<file path="config.mk">
export PLATFORM = sky130hd
export DESIGN_NAME = map_bram_arbiter
export DESIGN_NICKNAME = d
export VERILOG_FILES = /design/src/rtl/map_bram_arbiter.sv
export SDC_FILE = /design/constraint.sdc
export NUM_CORES = 1
export LEC_CHECK = 0
export ABC_CLOCK_PERIOD_IN_PS = 2710
export CAP_MARGIN = 25
export CORE_UTILIZATION = 53
export DETAILED_ROUTE_END_ITERATION = 10
export GPL_TIMING_DRIVEN = 0
export PLACE_DENSITY = 0.83
export SLEW_MARGIN = 20
export SYNTH_ARGS = -nofsm -noshare
export SYNTH_HDL_FRONTEND = slang
export SYNTH_SLANG_ARGS = --single-unit
export TNS_END_PERCENT = 30
</file>
<file path="constraint.sdc">
create_clock -name pixel_clk_in -period 2.71 [get_ports pixel_clk_in]
set_input_delay 0.4065 -clock pixel_clk_in [delete_from_list [all_inputs] [get_ports pixel_clk_in]]
set_output_delay 0.4065 -clock pixel_clk_in [all_outputs]
set_load 0.1 [all_outputs]
</file>
<file path="src/rtl/map_bram_arbiter.sv">
`default_nettype none
// ============================================================================
// Module      : map_bram_arbiter
// Description : Shares one map BROM between NUM_REQ DDA requesters. Each
//               requester may hold one outstanding read. Requests are granted
//               round-robin, at most one per cycle. The returned cell is
//               broadcast on map_data_out, and a one-hot map_valid_out pulse
//               names the requester that owns it.
// Revision    : 1.0 - initial release
// ============================================================================
module map_bram_arbiter #(
    parameter int NUM_REQ      = 4,
    parameter int ADDR_W       = 10,
    parameter int DATA_W       = 5,
    parameter int BRAM_LATENCY = 2
) (
    input  logic                      pixel_clk_in,
    input  logic                      rst_n_in,
    input  logic [NUM_REQ-1:0]        req_in,
    input  logic [NUM_REQ*ADDR_W-1:0] addr_in,
    input  logic                      flush_in,
    output logic [ADDR_W-1:0]         bram_addr_out,
    output logic                      bram_en_out,
    input  logic [DATA_W-1:0]         bram_data_in,
    output logic [DATA_W-1:0]         map_data_out,
    output logic [NUM_REQ-1:0]        map_valid_out,
    output logic [NUM_REQ-1:0]        err_out
);

    localparam int c_ID_W  = (NUM_REQ > 1) ? $clog2(NUM_REQ) : 1;
    // Stage 0 lines up with the registered BROM address; the read data can be
    // sampled while the id sits in the last stage, giving BRAM_LATENCY+1 stages.
    localparam int c_DEPTH = BRAM_LATENCY + 1;
    localparam int c_LAST  = c_DEPTH - 1;
    localparam logic [c_ID_W-1:0] c_LAST_GRANT_RST = c_ID_W'(NUM_REQ - 1);

    // Per-requester request state
    logic [NUM_REQ-1:0] r_pending;
    logic [ADDR_W-1:0]  r_addr [NUM_REQ];
    logic [c_ID_W-1:0]  r_last_grant;

    // In-flight read tracking
    logic [c_DEPTH-1:0] r_fl_vld;
    logic [c_ID_W-1:0]  r_fl_id [c_DEPTH];

    // Combinational decisions
    logic               w_grant_vld;
    logic [c_ID_W-1:0]  w_grant_id;
    logic [c_ID_W-1:0]  w_idx;
    logic               w_issue;
    logic [NUM_REQ-1:0] w_grant_mask;
    logic [NUM_REQ-1:0] w_busy;
    logic [NUM_REQ-1:0] w_accept;
    logic [NUM_REQ-1:0] w_viol;
    logic               w_emerge;
    logic [NUM_REQ-1:0] w_ret_mask;

    // Round-robin search starting one past the last granted requester.
    always_comb begin
        w_grant_vld = 1'b0;
        w_grant_id  = '0;
        w_idx       = '0;
        for (int off = 1; off <= NUM_REQ; off++) begin
            w_idx = c_ID_W'((int'(r_last_grant) + off) % NUM_REQ);
            if (!w_grant_vld && r_pending[w_idx]) begin
                w_grant_vld = 1'b1;
                w_grant_id  = w_idx;
            end
        end
    end

    // A flush cancels any grant on the same edge.
    assign w_issue = w_grant_vld & ~flush_in;

    // One-hot form of the grant, used to clear the granted pending flag.
    always_comb begin
        w_grant_mask = '0;
        if (w_issue) begin
            w_grant_mask[w_grant_id] = 1'b1;
        end
    end

    // A requester is busy while pending or while its read is in flight. The
    // final stage is excluded: that read returns on this edge, so a new request
    // arriving on the same edge is legal.
    always_comb begin
        w_busy = r_pending;
        for (int i = 0; i < NUM_REQ; i++) begin
            for (int s = 0; s < c_LAST; s++) begin
                if (r_fl_vld[s] && (r_fl_id[s] == c_ID_W'(i))) begin
                    w_busy[i] = 1'b1;
                end
            end
        end
    end

    // Requests on a flush edge are dropped entirely, without flagging errors.
    assign w_accept = req_in & ~w_busy & {NUM_REQ{~flush_in}};
    assign w_viol   = req_in &  w_busy & {NUM_REQ{~flush_in}};

    // Pending flags: set on an accepted request, cleared on grant, wiped by flush.
    always_ff @(posedge pixel_clk_in or negedge rst_n_in) begin
        if (!rst_n_in) begin
            r_pending <= '0;
        end else if (flush_in) begin
            r_pending <= '0;
        end else begin
            r_pending <= (r_pending & ~w_grant_mask) | w_accept;
        end
    end

    // Capture each requester's address with its accepted request.
    always_ff @(posedge pixel_clk_in) begin
        for (int i = 0; i < NUM_REQ; i++) begin
            if (w_accept[i]) begin
                r_addr[i] <= addr_in[i*ADDR_W +: ADDR_W];
            end
        end
    end

    // Drive the BROM port; the address holds between grants.
    always_ff @(posedge pixel_clk_in or negedge rst_n_in) begin
        if (!rst_n_in) begin
            bram_en_out   <= 1'b0;
            bram_addr_out <= '0;
            r_last_grant  <= c_LAST_GRANT_RST;
        end else begin
            bram_en_out <= w_issue;
            if (w_issue) begin
                bram_addr_out <= r_addr[w_grant_id];
                r_last_grant  <= w_grant_id;
            end
        end
    end

    // Valid bits of the in-flight pipeline; flush and reset drop every read.
    always_ff @(posedge pixel_clk_in or negedge rst_n_in) begin
        if (!rst_n_in) begin
            r_fl_vld <= '0;
        end else if (flush_in) begin
            r_fl_vld <= '0;
        end else begin
            r_fl_vld <= {r_fl_vld[c_DEPTH-2:0], w_issue};
        end
    end

    // Requester ids travel alongside the valid bits and are only read when valid.
    always_ff @(posedge pixel_clk_in) begin
        r_fl_id[0] <= w_grant_id;
        for (int s = 1; s < c_DEPTH; s++) begin
            r_fl_id[s] <= r_fl_id[s-1];
        end
    end

    assign w_emerge = r_fl_vld[c_LAST] & ~flush_in;

    // One-hot owner of the read that is leaving the pipeline.
    always_comb begin
        w_ret_mask = '0;
        w_ret_mask[r_fl_id[c_LAST]] = 1'b1;
    end

    // Register the returned cell and pulse the owner's valid for one cycle.
    always_ff @(posedge pixel_clk_in or negedge rst_n_in) begin
        if (!rst_n_in) begin
            map_valid_out <= '0;
            map_data_out  <= '0;
        end else begin
            map_valid_out <= '0;
            if (w_emerge) begin
                map_valid_out <= w_ret_mask;
                map_data_out  <= bram_data_in;
            end
        end
    end

    // Sticky protocol-violation flags; only reset clears them.
    always_ff @(posedge pixel_clk_in or negedge rst_n_in) begin
        if (!rst_n_in) begin
            err_out <= '0;
        end else begin
            err_out <= err_out | w_viol;
        end
    end

endmodule
`default_nettype wire

</file>
======== After elaboration in Yosys (flattened, before gate mapping) ========
Memories as Yosys holds them, arrays and structs flattened. A register that Yosys moved wholly into a read port is not among the register bits.
Index checks and enable logic that the tools add are counted.
cells by class
  add/sub/neg operators ................... 4
  $lt $le $gt $ge ......................... 8
  equality and inequality tests ........... 6
  muxes and demuxes ....................... 40
  bitwise operators ....................... 12
  reduce and logical (&&, ||, !) cells .... 19
operators by type and width
  operator                                                                       count
  1-bit 2-to-1 mux                                                               26
  4-bit AND                                                                      5
  2-bit by 3-bit less-than comparator with 1-bit output (second input constant)  6
  1-bit logical AND                                                              13
  4-bit 2-to-1 mux                                                               3
  1-bit binary-select mux with 2-bit select                                      4
  2-bit == test (second input constant)                                          4
  2-bit 2-to-1 mux                                                               4
  4-bit NOT                                                                      2
  4-bit OR                                                                       2
  2-bit by 1-bit adder with 2-bit output (second input constant)                 2
  2-bit adder (second input constant)                                            2
  1-bit demux with 2-bit select                                                  2
  2-bit by 1-bit == test with 1-bit output (second input constant)               2
  2-bit by 1-bit >= comparator with 1-bit output (second input constant)         2
  1-bit zero test                                                                4
  2-bit zero test                                                                2
  3-bit 2-to-1 mux                                                               1
  1-bit AND                                                                      2
  1-bit NOT                                                                      1
word-level totals
  flip-flop bits (word level) ............. 23
  bits in writable memories ............... 46
  input bits .............................. 52
  output and inout port bits .............. 24
  memories kept ........................... 2
memories
  name     depth  bits a word  rd ports  clocked after memory_dff  wr ports  line  text
  r_addr   4      10           1         1                         4         39    logic [ADDR_W-1:0] r_addr [NUM_REQ];
  r_fl_id  3      2            3         0                         3         44    logic [c_ID_W-1:0] r_fl_id [c_DEPTH];

======== Logic depth before layout (Yosys ltp) ========
  depth after elaboration ................. 22
  gate-level depth with buffers ........... 7
  mapped depth without buffers ............ 5

======== Worst setup path after synthesis ========
Ideal clock, no wire load.
  path type ............................... flip-flop to flip-flop
  start point ............................. register r_fl_vld[0]
  end point ............................... memory r_addr[2][0], enable pin
  library setup time ...................... 0.390 ns
  data arrival time ....................... 1.871 ns
  data required time ...................... 2.320 ns
  slack ................................... 0.449 ns
  cell stages (with the launch flop) ...... 4
  period minus slack after synthesis ...... 2.261 ns
  cells stage by stage .................... dfrtp_1 -> nand3b_1 -> o21ai_0 -> nor3_1
RTL lines
  item                    line  text
  start, declared         43    logic [c_DEPTH-1:0] r_fl_vld;
  start signal, assigned  143   r_fl_vld <= {r_fl_vld[c_DEPTH-2:0], w_issue};
  end, declared           39

==> metrics.yaml <==
status: "completed"
syn_area_mm2: 0.003153
std_cell_rows: 27
regArea_mm2: 0.002125
layout_commonest_cell: "clkdlybuf4s50_1"
synth_compound_area_frac: 0.1417
grt_pass1_vias: 2013
area_growth_pct: 32.10
yosys.area_share.simple: 0.08770
cp_top_family: "buffers and inverters"
p_per_area_mw_per_mm2: 1075
final_cell_mix: "clkdlybuf4s50_1 (73), edfxtp_1 (40), dfrtp_1 (30)"
ir_worst_vdd_uv: 758.9
crit_path_end_kind: "output pin"
syn_avg_cell_area_um2: 13.95
num_antenna_cells: 0
critPathMaxStageDelay_ns: 1.17
clockRootBuffer: "clkbuf_8"
power_leakage_nw: 1.612
synthMuxAreaShare: 0.04960
async_reset_ff_frac: 0.4103
synth_xor_area_frac: 0
die_x_um: 79.13
synth_top_area_cell: "edfxtp_1"
whs_ns: 0.1217
synth_fa_ha_area_frac: 0
cts_buffer_depth: 2
path_clk_slew_ns: 0.07
synth_edf_count: 40
required_ns: 2.30
grt_start_max_net_pins: 33
drc: 0
max_slew.worst_pin.slew_ns: 0.9776
start_util: 0.5622
yosysTopAreaCellShare: 0.3810
r2r-end: "bram_addr_out[7]"
hpwlAfterDp_um: 4298
fin_nets: 363
synth_nets: 278
clock_latency_ns: 0.34
die_h_um: 79.13
fin_crit_sh: 0.8706
period_needed_ns: 2.359
max-cap-violations: 0
io_buffers: 74
cp_cell_sequence: "clkdlybuf4s50_1"
finClkSkew_ns: 0.01001
ant_nets: 0
place.gp.congestion: 0.8606
synthDistinctLibCells: 39
num_vias: 2039
crit_buf_inv: 1
drt-initial-drc-count: 96
drv_slew: 0
fin_setup_tns_ns: 0
max_freq_mhz: 423.8
worst_ep_arrival_time_ns: 1.95
wl_per_cell_um: 15.41
synth-seq-area-share: 0.6738
num-fill-cells: 387
drive_gt1_frac: 0.1772
start_kind: "register"
vias_per_cell: 5.255
postCtsSetupBuffers: 0
synth_top_family_by_area: "compound AO/OA/AOI/OAI gates"
hold_viol_final: 0
yosysWarnings: 0
io_pins: 76
reg2reg_from: "r_pending[2]"
syn_inst: 226
dieArea_mm2: 0.006262
synthTopCellsByArea: "edfxtp_1 (38%), dfrtp_1 (24%), a211oi_2 (7.1%)"
rr_worst_depth: 7
multiInputGateArea_um2: 884.6
grt_overflow: 0
grtUsageTotal: 0.2135
postCtsHoldBufs: 0
totalWireLength_um: 5980
yosys_register_bits: 78
cts_buffers: 9
setup_violations: 0
first_pass_iters: 4
critPathSlowestCell: "clkdlybuf4s50_1"
yosys_most_used_dff: "edfxtp_1"
numClockSinks: 78
total_power_mw: 4.478
cp_max_fo: 6
path_class: "reg2out"
antenna_found_initial: 0
cts_resized: 0
relSlewSlack: 0.3462
core-area_mm2: 0.005608
grt_pass1_wl_um: 9777
htree_levels: 3
hold_path_class: "in2async"
cts_tree: "yes"
rsz0062_at_grt: "false"
reg2reg_setup_slack_ns: 0.88
[Yosys cell counts, types with 3 or more instances]
master	n
o21ai_1	3
nor3b_1	3
mux2_2	5
edfxtp_1	40
nor2_1	15
a31oi_1	11
buf_6	4
o21ai_0	6
dfrtp_1	30
o21bai_1	3
and3_1	5
dfxtp_1	6
nor2b_1	5
mux2i_1	10
inv_1	15
nand2_1	13
clkbuf_1	4
a21oi_1	5
a211oi_2	18
[power by group]
part	switching, mW	internal [mW]	leakage, nW
clock network	0.380	0.408	0.0937
registers	0.166	1.51	0.795
logic	1.39	0.624	0.723
[metal layers]
layer / vias up / global-route usage / part of all wire
met3: 11 / 0.04713 / 0.051
met5: - / 0 / 0
met2: 61 / 0.3345 / 0.48
li1: 989 / - / -
met1: 978 / 0.2887 / 0.45
met4: 0 / 0.08909 / 0.017
[worst max-delay path by stage]
stage                      startpoint      endpoint  slack [ns]  depth (start not counted)
after global placement      req_in[2]  r_addr[2][1]        0.25                          3
after floorplan           r_fl_vld[0]  r_addr[2][0]        0.45                          3
final                     r_fl_vld[0]   bram_en_out        0.35                          1
after CTS                 r_fl_vld[0]   bram_en_out        0.34                          1
after global routing      r_fl_vld[0]   bram_en_out        0.29                          1
after detailed placement    req_in[2]  r_addr[2][2]        0.67                          3
[state kept, by name, summed over array words and instances (netlist names)]
name,count
r_addr,40
map_valid_out,4
r_fl_vld,3
r_fl_id,6
r_last_grant,2
r_pending,4
map_data_out,5
err_out,4
bram_addr_out,10
[per-stage QoR]
step           instance area, um^2  utilization  worst slack [ns]  cells
2_1_floorplan                 3153            -            0.4494    226
6_report                      4165       0.7427            0.3506    388
5_1_grt                       4165       0.7427            0.2887    388
3_5_place_dp                  3984       0.7104            0.6680    372
3_3_place_gp                  3984       0.7104            0.2467    372
4_1_cts                       4165       0.7427            0.3444    388
[logic make-up (layout without fill, tap and decap cells)]
family	Yosys count	after routing
AOI/OAI and AO/OA	53	53
buffers and inverters	26	116
DFF	78	78
muxes	15	15
and+or+nand+nor	54	54
[final cells by class]
type                       instances  area share
sequential                        78      0.5101
timing repair buffer              74      0.1766
clock buffer                      15     0.04236
buffer                            11     0.02223
multi-input combinational        122      0.2124
clock inverter                     1    0.001202
tap                               72     0.02163
inverter                          15     0.01352
(Power assumes the default switching activity.)
